--- config.mk ---
export PLATFORM = sky130hd
export DESIGN_NAME = regfile_mp
export DESIGN_NICKNAME = d
export VERILOG_FILES = /design/src/rtl/regfile_mp.sv
export SDC_FILE = /design/constraint.sdc
export NUM_CORES = 2
export LEC_CHECK = 0
export ABC_AREA = 0
export CAP_MARGIN = 25
export CELL_PAD_IN_SITES_DETAIL_PLACEMENT = 0
export CELL_PAD_IN_SITES_GLOBAL_PLACEMENT = 1
export CORE_MARGIN = 1
export CORE_UTILIZATION = 51
export CTS_CLUSTER_SIZE = 10
export DETAILED_ROUTE_END_ITERATION = 12
export PLACE_DENSITY = 0.91
export SLEW_MARGIN = 10
export SYNTH_ARGS = -nofsm -noshare
export SYNTH_HDL_FRONTEND = slang
export SYNTH_SLANG_ARGS = --single-unit
--- constraint.sdc ---
create_clock -name clock -period 4.42 [get_ports clock]
set_input_delay 0.884 -clock clock [delete_from_list [all_inputs] [get_ports clock]]
set_output_delay 0.884 -clock clock [all_outputs]
set_load 0.05 [all_outputs]
--- src/rtl/regfile_mp.sv ---
// regfile_mp: dual-write register bank with write-to-read bypass and busy scoreboard
module regfile_mp #(
  parameter int DATA_W   = 32,
  parameter int ADDR_W   = 5,
  parameter int ZERO_REG = 1
) (
  input  logic              clock,
  input  logic              reset,
  input  logic [ADDR_W-1:0] ReadAddr1,
  input  logic [ADDR_W-1:0] ReadAddr2,
  output logic [DATA_W-1:0] ReadData1,
  output logic [DATA_W-1:0] ReadData2,
  output logic              ReadBusy1,
  output logic              ReadBusy2,
  input  logic              RegWrite0,
  input  logic              RegWrite1,
  input  logic [ADDR_W-1:0] WriteAddr0,
  input  logic [ADDR_W-1:0] WriteAddr1,
  input  logic [DATA_W-1:0] WriteData0,
  input  logic [DATA_W-1:0] WriteData1,
  input  logic              Reserve,
  input  logic [ADDR_W-1:0] ReserveAddr,
  output logic              WriteConflict
);
  localparam int DEPTH = 2**ADDR_W;
  logic [DATA_W-1:0] regs [DEPTH];
  logic [DEPTH-1:0] busy, busy_nxt;
  logic act0, act1, we0, we1, rsv, conflict;
  logic z1, z2, hit1_0, hit1_1, hit2_0, hit2_1;
  // Bypass is gated by reset so outputs show the zeroed state while held in reset.
  assign act0 = RegWrite0 && reset;
  assign act1 = RegWrite1 && reset;
  assign we0 = act0 && !(ZERO_REG != 0 && WriteAddr0 == '0);
  assign we1 = act1 && !(ZERO_REG != 0 && WriteAddr1 == '0);
  assign rsv = Reserve && !(ZERO_REG != 0 && ReserveAddr == '0);
  assign conflict = we0 && we1 && WriteAddr0 == WriteAddr1;
  assign z1 = ZERO_REG != 0 && ReadAddr1 == '0;
  assign z2 = ZERO_REG != 0 && ReadAddr2 == '0;
  assign hit1_0 = act0 && WriteAddr0 == ReadAddr1;
  assign hit1_1 = act1 && WriteAddr1 == ReadAddr1;
  assign hit2_0 = act0 && WriteAddr0 == ReadAddr2;
  assign hit2_1 = act1 && WriteAddr1 == ReadAddr2;
  assign ReadData1 = z1 ? '0 : hit1_1 ? WriteData1 : hit1_0 ? WriteData0 : regs[ReadAddr1];
  assign ReadData2 = z2 ? '0 : hit2_1 ? WriteData1 : hit2_0 ? WriteData0 : regs[ReadAddr2];
  assign ReadBusy1 = busy[ReadAddr1] && !hit1_0 && !hit1_1 && !z1;
  assign ReadBusy2 = busy[ReadAddr2] && !hit2_0 && !hit2_1 && !z2;
  // A new reservation supersedes a retiring write to the same register.
  always_comb begin
    busy_nxt = busy;
    for (int i = 0; i < DEPTH; i++)
      busy_nxt[i] = (busy[i] && !(we0 && WriteAddr0 == ADDR_W'(i)) && !(we1 && WriteAddr1 == ADDR_W'(i)))
                    || (rsv && ReserveAddr == ADDR_W'(i));
  end
  always_ff @(posedge clock or negedge reset)
    if (!reset) begin
      regs <= '{default: '0};
      busy <= '0;
      WriteConflict <= 1'b0;
    end else begin
      if (we0) regs[WriteAddr0] <= WriteData0;
      if (we1) regs[WriteAddr1] <= WriteData1;
      busy <= busy_nxt;
      if (conflict) WriteConflict <= 1'b1;
    end
endmodule

Word level (Yosys, flattened, before mapping) --
Index checks and enable logic that the tools add are counted.
Operators by class: magnitude comparators 8, equality and inequality tests 98, mux-type cells 24, bitwise logic cells 4, reduce and logical (&&, ||, !) cells 289
Operator list (number):
- bitwise mux 1024 bit | 2
- 2-to-1 mux 1024 bit | 2
- 2-to-1 mux 32 bit | 12
- binary-select mux 32 bit (select 5 bit) | 2
- demux 32 bit (select 5 bit) | 2
- equality test 5 bit (second input constant) | 48
- logical AND 1 bit | 179
- equality test 5 x 4 -> 1 bit (second input constant) | 24
- logical NOT 1 bit | 73
- equality test 5 x 3 -> 1 bit (second input constant) | 12
- logical OR 1 bit | 32
- equality test 5 x 2 -> 1 bit (second input constant) | 6
- equality test 5 bit | 5
- logical NOT 5 bit | 5
- >= comparator 6 bit (second input constant) | 4
- NOT 5 -> 6 bit | 4
- equality test 5 x 1 -> 1 bit (second input constant) | 3
- < comparator 5 x 6 -> 1 bit (second input constant) | 2
- < comparator 6 x 1 -> 1 bit (second input constant) | 2
- binary-select mux 1 bit (select 5 bit) | 2
- 2-to-1 mux 1 bit | 2
Storage, ports and cells: register bits 1057, input bits 94, output and inout bits 67, logic and storage cells 457

Longest topological paths before layout --
depth after elaboration 9, depth in mapped cells 11

Worst setup path before layout --
OpenSTA, ideal clock, no wires.
path type in2out, from input port ReadAddr1[0], to output port ReadData1[30], arrival time 3.427 ns, data required time 3.536 ns, setup slack 0.109 ns, stages 10, cell sequence buf_2 -> buf_6 -> buf_4 -> buf_2 -> buf_4 -> buf_4 -> nor3_1 -> o31ai_1 -> nand3_1 -> o21ai_0
Between the ends: word-level cells in the longest chain between the ends 7, elaborated cells between the ends (all ways) 12, classes of those cells eq/ne (2); mux (6); bitwise (1); reduce/logical (3)
RTL lines:
- start, declared | RTL line 9 | input logic [ADDR_W-1:0] ReadAddr1,
- NOT 5 -> 6 bit (not written as such) | RTL line 43 | assign ReadData1 = z1 ? '0 : hit1_1 ? WriteData1 : hit1_0 ? WriteData0 : regs[ReadAddr1];
- binary-select mux 32 bit (select 5 bit) | RTL line 43
- 2-to-1 mux 32 bit (not written as such) (2 in series) | RTL line 43
- 2-to-1 mux 32 bit (2 in series) | RTL line 43
- 2-to-1 mux 32 bit (*) | RTL line 43
- end, declared | RTL line 11 | output logic [DATA_W-1:0] ReadData1,
Mark *: on every way between the ends. The rest lies on a longest branch, timed or not. The select of a mux whose other input is x is not followed.

Final worst setup path --
from input port RegWrite0, to output port ReadData2[17]
Between the ends: word-level cells in the longest chain between the ends 5
RTL lines:
- start, declared | RTL line 15 | input logic RegWrite0,
- logical AND 1 bit | RTL line 31 | assign act0 = RegWrite0 && reset;
- logical AND 1 bit | RTL line 41 | assign hit2_0 = act0 && WriteAddr0 == ReadAddr2;
- 2-to-1 mux 32 bit (3 in series) | RTL line 44 | assign ReadData2 = z2 ? '0 : hit2_1 ? WriteData1 : hit2_0 ? WriteData0 : regs[ReadAddr2];
- end, declared | RTL line 12 | output logic [DATA_W-1:0] ReadData2,
No other way between the ends.

==> flow_summary.toml <==
[final_layout]
utilization_pct = 58.6
nFillCells = 10600
final_cell_mix = "dfrtp_1 (1,057), mux2i_1 (1,047), nand2_1 (878), o21ai_0 (550), buf_4 (424)"
syn2layout_area_growth_pct = 14.0
final_common_cell = "dfrtp_1"
multi_input_area_um2 = 36900
regArea_um2 = 26500
fin_nets = 6500
layout-drive-gt1-share_pct = 19.8

[cts]
cts_buffers = 119
cts_tree = "yes"
cts_buffer_depth = 3
holdBufCountCts = 0
clk_latency_ns = 0.77
clk_pin_slew_worst_paths_ns = 0.06
root_buffer = "clkbuf_16"
clkSinkCount = 1057
h-tree-depth = 3

[route]
drc = 0
first_pass_iters = 9
detail-route-antenna-nets = 0
post_drt_wl_per_cell_um = 35.4
avgViaCountPerCell = 7.27
drt_iter0_markers = 9707
drt-total-wl_um = 289000
vias = 59500

[synth]
ys.flop_type = "dfrtp_1"
seq_area_frac_synth_pct = 39.8
syn_inst = 6498
syn_area_per_cell_um2 = 10.2
synth-edff-count = 0
synth_xor_area_share_pct = 0.290
synth_mux_area_share_pct = 30.2
yosys_register_bits = 1057
syn_nets = 6592
async_flop_share_pct = 100
synthesis.area_um2 = 66500
yosys_warnings = 0
synth_cell_types = 67
synth_fa_ha_area_share_pct = 0
synth-compound-area-share_pct = 15.3
synth_simple_gate_area_share_pct = 8.69
synth_top_family_by_area = "multiplexers"

[global_routing]
grt_usage_pct = 43.4
gr-total-overflow = 0
antenna_found_initial = 15
grt_pass1_vias = 57500
grt_max_degree = 146
grt_pass1_wl_um = 412000

[timing]
slew_violations = 0
worst_pin_slew_ns = 1.13
fin_crit_sh_pct = 102
fmax_ghz = 0.222
finalHoldViolations = 0
relSlewSlack_pct = 24.9
whs_ns = 0.164
finalSetupViolCount = 15
min_period_ns = 4.51
clock_skew_ns = 0
setup_ws_ns = -0.0907

[floorplan]
die-area_um2 = 132000
std_cell_rows = 132
die_y_um = 363
fp.dieW_um = 363
coreArea_um2 = 129000
boundaryPins = 161
initial_core_util_pct = 51.4

[critical_path]
path_class = "primary input to output port"
end_kind = "output port"
cp.required_ns = 3.54
cp-start-kind = "primary input"
worst-path-max-fanout = 10
cp.arrival_ns = 3.63
r2r_setup_slack_ns = 3.53

[place]
numPortBuffers = 160
place_hpwl_um = 183000
gp_congestion = 1.01

[min_path]
hp-class = "primary input to async pin"

[pwr]
p_leak_nw = 32.3
power_density_nw_per_um2 = 408
ir_worst_vdd_v = 0.000338

[run_status]
status = "finished with violations"
violations = "negative setup slack"

[job]
maxCapViolCount = 0
timing repair:
| action | in CTS | in global routing |
|---|---|---|
| buffers inserted | 2 | 0 |
| pin swaps | 2 | 0 |
| resized for setup | 19 | 19 |
| cloned | 0 | 2 |
| setup endpoints to repair | 34 | 17 |
registers in the layout (all words and copies together) (netlist names):
| register | flops |
|---|---|
| busy | 32 |
| WriteConflict | 1 |
| regs | 1024 |
stage by stage:
step / instance area [µm²] / std cells / TNS [ns] / setup slack [ns] / power [mW]
finish: 75800 / 8185 / -0.438 / -0.0907 / 30.9
global placement: 72200 / 8014 / -5.39 / -0.845 / 21.3
detailed placement: 72300 / 8019 / -4.04 / -0.224 / 21.7
CTS: 75600 / 8173 / 0 / 0.0114 / 30.5
global route: 75800 / 8179 / -0.00483 / -0.00377 / 31.9
floorplan: 66500 / 6498 / 0 / 0.109 / 18.7
metal layers:
layer / wire length [µm] / global-route usage, %
met4: 24500 / 30.6
met3: 46300 / 18.7
met1: 101000 / 54.3
met5: 59 / 0.109
met2: 118000 / 59.9
power breakdown:
group          switching, mW  internal [mW]  total [mW]
logic                   4.17           4.06        8.23
clock network           4.14           4.84        8.98
registers               1.86           11.9        13.7
synth_stat cells (16+ instances only):
master	n	area share (%)
dfrtp_1	1057	40
mux2i_1	1047	16
nand2_1	899	5.1
clkbuf_1	600	3.4
o21ai_0	550	4.1
mux4_2	405	14
nor2_1	390	2.2
a21oi_1	275	2.1
o21ai_1	135	1.0
a32oi_1	131	1.7
buf_2	130	0.98
o221ai_1	91	1.2
a22o_1	78	1.0
a211oi_1	77	0.87
a31oi_1	74	0.70
buf_1	73	0.41
a221o_1	59	0.89
buf_4	56	0.63
mux2_2	44	0.74
o22ai_1	35	0.33
a2111oi_0	31	0.41
nor4_1	24	0.23
a221oi_1	20	0.26
and3_1	16	0.15
worst paths after layout:
kind | depth (start not counted) | endpoint | start
worst max-delay path | 8 | ReadData2[17] | RegWrite0
worst min-delay path | 2 | regs[22] | reset
worst max register to register | 2 | regs[737] | regs[737]
worst min register to register | 0 | regs[1008] | regs[1008]
max in group asynchronous | 5 | regs[328] | reset
min in group clock | 0 | regs[1008] | regs[1008]
cells by family (layout without fill, tap and decap cells):
kind of cell | Yosys count | after routing
simple gates | 1426 | 1426
buf+inv | 886 | 825
other cells | 0 | 6
mux | 1496 | 1496
flops | 1057 | 1057
compound gates | 1611 | 1611
xor+xnor | 22 | 22
critical path: stages:
cell	delay (ns)
clkdlybuf4s50_1	0.76
nand2_1	0.31
nor3_4	0.41
buf_4	0.32
a2111oi_2	0.07
clkdlybuf4s18_2	0.27
a221o_1	0.36
buf_4	0.22
final cells by class:
cell class	count	area share (%)
Clock inverter	7	0.0908
Clock buffer	145	4.11
Antenna cell	6	0.0198
Inverter	10	0.0495
Multi-Input combinational cell	4555	48.7
Timing Repair Buffer	663	9.26
Tap cell	1742	2.87
Sequential cell	1057	34.9
No activity file was read; power rests on OpenSTA's default activity.
